[config.mk]
export PLATFORM = sky130hd
export DESIGN_NAME = idct16_odd_acc
export DESIGN_NICKNAME = d
export VERILOG_FILES = /design/src/rtl/idct16_odd_acc.sv
export SDC_FILE = /design/constraint.sdc
export NUM_CORES = 2
export LEC_CHECK = 0
export ABC_AREA = 1
export BUFFER_PORTS_ARGS = -buffer_cell sky130_fd_sc_hd__buf_2
export CAP_MARGIN = 30
export CORE_ASPECT_RATIO = 1.1
export CORE_UTILIZATION = 70
export CTS_CLUSTER_DIAMETER = 60
export DETAILED_ROUTE_END_ITERATION = 7
export PLACE_DENSITY = 0.95
export SLEW_MARGIN = 0
export SYNTH_ARGS = -nofsm -noshare
export SYNTH_HDL_FRONTEND = slang
export SYNTH_SLANG_ARGS = --single-unit
[constraint.sdc]
create_clock -name clk -period 10.8 [get_ports clk]
set_input_delay 2.16 -clock clk [delete_from_list [all_inputs] [get_ports clk]]
set_output_delay 2.16 -clock clk [all_outputs]
set_load 0.02 [all_outputs]
[src/rtl/idct16_odd_acc.sv]
// idct16_odd_acc: serial odd-part accumulator for the 16-point inverse DCT.
// Takes d1,d3,...,d15 one beat at a time and forms O[0..7] with shift-add
// constant products, then presents all eight sums in parallel.
// Optional feature: define IDCT_ODD_SAT_EN to saturate each O[k] to SAT_W
// bits (sign-extended to ACC_W) and report clipping on out_sat.
module idct16_odd_acc #(
   parameter int unsigned IN_W  = 18,
   parameter int unsigned ACC_W = 28,
   parameter int unsigned SAT_W = 16
) (
   input  logic                 clk,
   input  logic                 rst_n,
   input  logic                 in_valid,
   output logic                 in_ready,
   input  logic [IN_W-1:0]      in_data,
   output logic                 out_valid,
   input  logic                 out_ready,
   output logic [8*ACC_W-1:0]   out_data,
   output logic                 out_sat
);

   localparam int unsigned LANES = 8;
   localparam int unsigned CNT_W = 3;

`ifdef IDCT_ODD_SAT_EN
   localparam logic SAT_EN = 1'b1;
`else
   localparam logic SAT_EN = 1'b0;
`endif

   // Clip limits: -2^(SAT_W-1) and 2^(SAT_W-1)-1 at ACC_W bits.
   localparam logic [ACC_W-1:0] SAT_LO = {{(ACC_W-SAT_W+1){1'b1}}, {(SAT_W-1){1'b0}}};
   localparam logic [ACC_W-1:0] SAT_HI = {{(ACC_W-SAT_W+1){1'b0}}, {(SAT_W-1){1'b1}}};

   typedef enum logic {
      S_ACC = 1'b0,
      S_OUT = 1'b1
   } state_t;

   state_t                    state_q;
   state_t                    state_d;
   logic [CNT_W-1:0]          cnt_q;
   logic signed [ACC_W-1:0]   acc_q   [LANES];
   logic signed [ACC_W-1:0]   out_q   [LANES];

   logic                      beat;
   logic                      last;
   logic                      take;
   logic signed [ACC_W-1:0]   d_ext;
   logic signed [ACC_W-1:0]   prod    [LANES];
   logic signed [ACC_W-1:0]   term    [LANES];
   logic signed [ACC_W-1:0]   sum     [LANES];
   logic signed [ACC_W-1:0]   lane_out[LANES];
   logic [LANES-1:0]          clip;
   logic [31:0]               row_code;
   logic [3:0]                code;

   assign in_ready = !out_valid;
   assign beat     = in_valid & in_ready;
   assign last     = beat & (cnt_q == CNT_W'(LANES - 1));
   assign take     = out_valid & out_ready;

   // Next-state logic: collect eight beats, then hold the sums until accepted.
   always_comb begin
      state_d = state_q;
      case (state_q)
         S_ACC: if (last) state_d = S_OUT;
         S_OUT: if (take) state_d = S_ACC;
         default: state_d = S_ACC;
      endcase
   end

   // State register and registered out_valid.
   always_ff @(posedge clk or negedge rst_n) begin
      if (!rst_n) begin
         state_q   <= S_ACC;
         out_valid <= 1'b0;
      end else begin
         state_q   <= state_d;
         out_valid <= (state_d == S_OUT);
      end
   end

   // Coefficient sign/magnitude per lane for the current beat.
   // Nibble k is {negate, magnitude select}; select 0..7 = 9,25,43,57,70,80,87,90.
   always_comb begin
      row_code = 32'h0;
      case (cnt_q)
         3'd0: row_code = 32'h0123_4567;   // C[1]
         3'd1: row_code = 32'h9CFD_A036;   // C[3]
         3'd2: row_code = 32'h2739_EC05;   // C[5]
         3'd3: row_code = 32'hBD17_0EA4;   // C[7]
         3'd4: row_code = 32'h42E8_79D3;   // C[9]
         3'd5: row_code = 32'hD04E_13F2;   // C[11]
         3'd6: row_code = 32'h6B02_D7C1;   // C[13]
         3'd7: row_code = 32'hF6D4_B290;   // C[15]
         default: row_code = 32'h0;
      endcase
   end

   // Shared shift-add magnitudes of the incoming coefficient.
   always_comb begin
      d_ext   = ACC_W'($signed(in_data));
      prod[0] = (d_ext <<< 3) + d_ext;                                     // x9
      prod[1] = (d_ext <<< 4) + (d_ext <<< 3) + d_ext;                     // x25
      prod[2] = (d_ext <<< 5) + (d_ext <<< 3) + (d_ext <<< 1) + d_ext;     // x43
      prod[3] = (d_ext <<< 6) - (d_ext <<< 3) + d_ext;                     // x57
      prod[4] = (d_ext <<< 6) + (d_ext <<< 2) + (d_ext <<< 1);             // x70
      prod[5] = (d_ext <<< 6) + (d_ext <<< 4);                             // x80
      prod[6] = (d_ext <<< 6) + (d_ext <<< 4) + (d_ext <<< 3) - d_ext;     // x87
      prod[7] = (d_ext <<< 6) + (d_ext <<< 4) + (d_ext <<< 3) + (d_ext <<< 1); // x90
   end

   // Per-lane signed term, running sum (beat 0 loads) and optional clipping.
   always_comb begin
      code = 4'h0;
      clip = '0;
      for (int k = 0; k < int'(LANES); k++) begin
         code        = row_code[k*4 +: 4];
         term[k]     = code[3] ? -prod[code[2:0]] : prod[code[2:0]];
         sum[k]      = (cnt_q == '0) ? term[k] : acc_q[k] + term[k];
         clip[k]     = ~((&sum[k][ACC_W-1:SAT_W-1]) | ~(|sum[k][ACC_W-1:SAT_W-1]));
         if (SAT_EN && clip[k])
            lane_out[k] = sum[k][ACC_W-1] ? SAT_LO : SAT_HI;
         else
            lane_out[k] = sum[k];
      end
   end

   // Beat counter and accumulators; a partial column is dropped by reset.
   always_ff @(posedge clk or negedge rst_n) begin
      if (!rst_n) begin
         cnt_q <= '0;
         for (int k = 0; k < int'(LANES); k++) acc_q[k] <= '0;
      end else if (beat) begin
         cnt_q <= cnt_q + CNT_W'(1);
         for (int k = 0; k < int'(LANES); k++) acc_q[k] <= sum[k];
      end
   end

   // Output sums and clip flag, captured on the last beat of a column.
   always_ff @(posedge clk or negedge rst_n) begin
      if (!rst_n) begin
         out_sat <= 1'b0;
         for (int k = 0; k < int'(LANES); k++) out_q[k] <= '0;
      end else if (last) begin
         out_sat <= SAT_EN & (|clip);
         for (int k = 0; k < int'(LANES); k++) out_q[k] <= lane_out[k];
      end else if (take) begin
         out_sat <= 1'b0;
      end
   end

   // Pack lane k into bits [k*ACC_W +: ACC_W].
   always_comb begin
      out_data = '0;
      for (int k = 0; k < int'(LANES); k++) out_data[k*ACC_W +: ACC_W] = out_q[k];
   end

endmodule

==> metrics, run 1 <==
status=aborted with a tool error; Last stage=5_1_grt; error message=[ERROR GRT-0116] Global routing finished with congestion. Check the congestion regions in the DRC Viewer.; Post-CTS Setup Repair Bufs=0; Post-synth EDFFs=0; Synth cell types=65; # clock sinks=452; dpl hpwl=206,000 um; Post-Syn Area=61,300 um2; RePlAce Congestion=1.52; Synth Register Bits=452; predominant post-synthesis flop cell=dfrtp_1; TritonCTS Buffers=47; synthesis warning total=0; Die X=284 um; htree depth=2; Synth top area share=0.226; total grt overflow=275; Cells after Synth=10,445; Seq/Total Area, Yosys=0.185; port buffer count=247; # rows=113; first-pass GRT wire length=504,000 um; Max clock buf depth=3; # IOs=249; Die Y=312 um; mean post-synth cell area=5.87 um2; ys async rst share=1.00; Total GRT Usage=0.737; synth top area cells=nand2_1 23%, dfrtp_1 18%, nand3_1 11%; vias in the first global route=80,161; maximum number of pins on one net before global-route repair=164; leading area contributor after synthesis=nand2_1; CTS resizes=0; initial core utilization=0.708; hold-fix buffer count after cts=0; cell chosen for the clock root=clkbuf_16; post-placement setup slack=0.339 ns; syn nets=10,994; Placed Cells=11,580
[stage by stage]
step	utilization	area [um2]
global placement	0.730	63200
CTS	0.750	64900
floorplan	-	61300
detailed placement	0.730	63200
[synthesized netlist by cell type (7+ instances only)]
library cell	number
o31ai_1	9
xor2_1	146
nand3b_1	29
a21oi_1	566
o21ai_2	7
nand3_1	1287
a31oi_1	80
buf_2	119
nor2_2	24
dfrtp_1	452
mux2i_1	27
clkbuf_1	165
nor4_1	12
a21boi_0	13
ha_1	436
o21a_1	57
buf_4	23
nand2_1	3697
o2111ai_1	8
inv_1	1053
o211ai_1	29
o21ai_0	581
o221ai_1	19
nand2_4	9
o21ai_1	44
nor2_1	835
buf_6	12
o22ai_1	25
nand4_1	164
buf_1	50
and2_1	34
xnor2_1	79
or2_2	73
a21o_1	14
o21bai_1	30
inv_2	11
fa_1	91
nor3_1	51
nand2_2	18
[per-layer routing]
| metal | overflow | track usage |
|---|---|---|
| met1 | 8 | 0.757 |
| met2 | 142 | 0.873 |
| met3 | 15 | 0.645 |
| met4 | 107 | 0.633 |
| met5 | 3 | 0.332 |
[kinds of logic after synthesis]
kind of cell,count (synthesis),synth area share
buffers and inverters,1439,0.0937
muxes,27,0.00441
other,1,0.0000612
xor gates and xnor gates,230,0.0335
and+or+nand+nor,6250,0.428
adders and majority gates,527,0.119
AOI/OAI and AO/OA,1519,0.137
DFF,452,0.185
==> run 2, diff against run 1 <==
--- a/config.mk
+++ b/config.mk
@@ -8,11 +8,9 @@
 export ABC_AREA = 1
 export BUFFER_PORTS_ARGS = -buffer_cell sky130_fd_sc_hd__buf_2
 export CAP_MARGIN = 30
-export CORE_ASPECT_RATIO = 1.1
-export CORE_UTILIZATION = 70
-export CTS_CLUSTER_DIAMETER = 60
+export CORE_UTILIZATION = 40
 export DETAILED_ROUTE_END_ITERATION = 7
-export PLACE_DENSITY = 0.95
+export PLACE_DENSITY_LB_ADDON = 0.15
 export SLEW_MARGIN = 0
 export SYNTH_ARGS = -nofsm -noshare
 export SYNTH_HDL_FRONTEND = slang
==> metrics, run 2 <==
Setup-failing EPs final=0; predominant post-synthesis flop cell=dfrtp_1; initial antenna violation count=25; RSZ-0062 raised after global routing=no; Critical-path top delay cell=fa_1; worst path buffer plus inverter count=4; total grt overflow=0; Post-synth EDFFs=0; # IOs=249; register area=11,300 um2; Worst Hold Slack=0.471 ns; Final Cycle Share=0.935; DR vias=79,273; Die Y=393 um; Die X=393 um; Synth top area share=0.226; Max Clock Skew=0.0748 ns; Setup TNS=0 ns; Synth cell types=65; commonest non-fill, non-tap cell in the layout=nand2_1; DR iter-0 viols=10,220; ANT nets after route=0; post-layout util=0.481; clk_lat worst skew=0.72 ns; ys async rst share=1.00; post-layout min period=10.10 ns; synthesis warning total=0; CP Data Required Time=11.38 ns; mean post-synth cell area=5.87 um2; f_max=99.0 MHz; Post-synth top cells=3,697 x nand2_1, 1,287 x nand3_1, 1,053 x inv_1; dpl hpwl=295,000 um; Worst path max stage delay=0.44 ns; Seq/Total Area, Yosys=0.185; crit path DAT=10.68 ns; most frequent CP cell=nand2_1; Least-Margin Pin Slew=1.21 ns; status=finished clean; post-placement setup slack=0.327 ns; TritonCTS clock tree=yes; Worst setup EP type=register; kind of critical path=input port to register; Core Area=152,000 um2; final worst slack=0.704 ns; Slew HR=0.183; vias in the first global route=73,993; Max Slew Vio Count=0; Post-Route WL=374,000 um; CTS resizes=0; WL per Instance=27.8 um; leading area contributor after synthesis=nand2_1; Synth Register Bits=452; syn nets=10,994; TritonCTS Buffers=53; router iterations before antenna repair=8; Die Area=155,000 um2; maxcap violations=0; clock-pin slew on the worst setup and hold paths=0.06 ns; vias per cell=5.90; port buffer count=247; first-pass GRT wire length=527,000 um; Cells after Synth=10,445; Worst setup SP type=input port; htree depth=2; commonest non-fill, non-tap cells in the layout=3,690 x nand2_1, 1,287 x nand3_1, 1,050 x inv_1, 925 x buf_4, 833 x nor2_1; synth top area cells=nand2_1 23%, dfrtp_1 18%, nand3_1 11%; crit path max fanout=7; final hold vios=0; fillers=16,139; area growth from synthesis to layout=19.4%; layout cells sized above 1=0.131; DRC Markers=0; most common cell in the synthesized netlist=nand2_1; RePlAce Congestion=1.15; cell chosen for the clock root=clkbuf_16; # clock sinks=452; hold-fix buffer count after cts=0; Max clock buf depth=3; Post-Syn Area=61,300 um2; Post-CTS Setup Repair Bufs=0; area of the multi-input gates=44,300 um2; maximum number of pins on one net before global-route repair=103; Total GRT Usage=0.467; initial core utilization=0.403; # rows=143; Final nets=11,896; Hold Crit Class=register to register; Top delay family on crit path=simple AND/OR/NAND/NOR gates
## run 2: cell type report
| cell class | count | area share |
|---|---|---|
| well taps | 2030 | 0.0347 |
| inverters | 1069 | 0.0552 |
| flip-flops and latches | 452 | 0.155 |
| clock buffers | 68 | 0.0194 |
| clock inverters | 31 | 0.00581 |
| repair buffers | 1217 | 0.124 |
| multi-input cells | 8554 | 0.606 |
| diodes | 12 | 0.000410 |
## run 2: kinds of logic (layout without fill, tap and decap cells)
logic type,after synthesis,in the layout,share of synthesized area
DFF,452,452,0.185
and+or+nand+nor,6250,6250,0.428
muxes,27,27,0.00441
buffers and inverters,1439,2385,0.0937
xor gates and xnor gates,230,230,0.0335
adders and majority gates,527,527,0.119
other,1,13,0.0000612
AOI/OAI and AO/OA,1519,1519,0.137
## run 2: through the flow
| step | std cells | cell area, um2 |
|---|---|---|
| after global placement | 13317 | 71200 |
| after global routing | 13423 | 73200 |
| after detailed placement | 13319 | 71300 |
| after CTS | 13418 | 73100 |
| final | 13433 | 73200 |
| after floorplan | 10445 | 61300 |
## run 2: metal layers
metal  vias up  track usage  part of all wire
met5         -       0.0129            0.0013
met4        28        0.302             0.081
met3      1149        0.152              0.13
met2      4885        0.676              0.40
met1     37265        0.591              0.39
li1      35946            -                 -
## run 2: worst paths after layout
check	startpoint	endpoint	slack [ns]	depth (start not counted)
max in group asynchronous	rst_n	cnt_q[0]$_DFFE_PN0P_	7.22	3
worst max-delay path	in_data[2]	acc_q[167]$_DFFE_PN0P_	0.70	45
min in group asynchronous	rst_n	out_data[36]$_DFFE_PN0P_	1.48	1
worst max register to register	cnt_q[0]$_DFFE_PN0P_	out_data[137]$_DFFE_PN0P_	2.60	35
worst min-delay path	out_data[189]$_DFFE_PN0P_	out_data[189]$_DFFE_PN0P_	0.47	2
worst min register to register	out_data[189]$_DFFE_PN0P_	out_data[189]$_DFFE_PN0P_	0.47	2
## run 2: worst min-delay path, stage by stage (launching register included)
cell	delay (ns)
dfrtp_1	0.33
nand2_1	0.05
nand2_1	0.05
Power of run 2 is not shown: default switching activity piles up to over one toggle a cycle in this logic, so the estimate is an artifact.
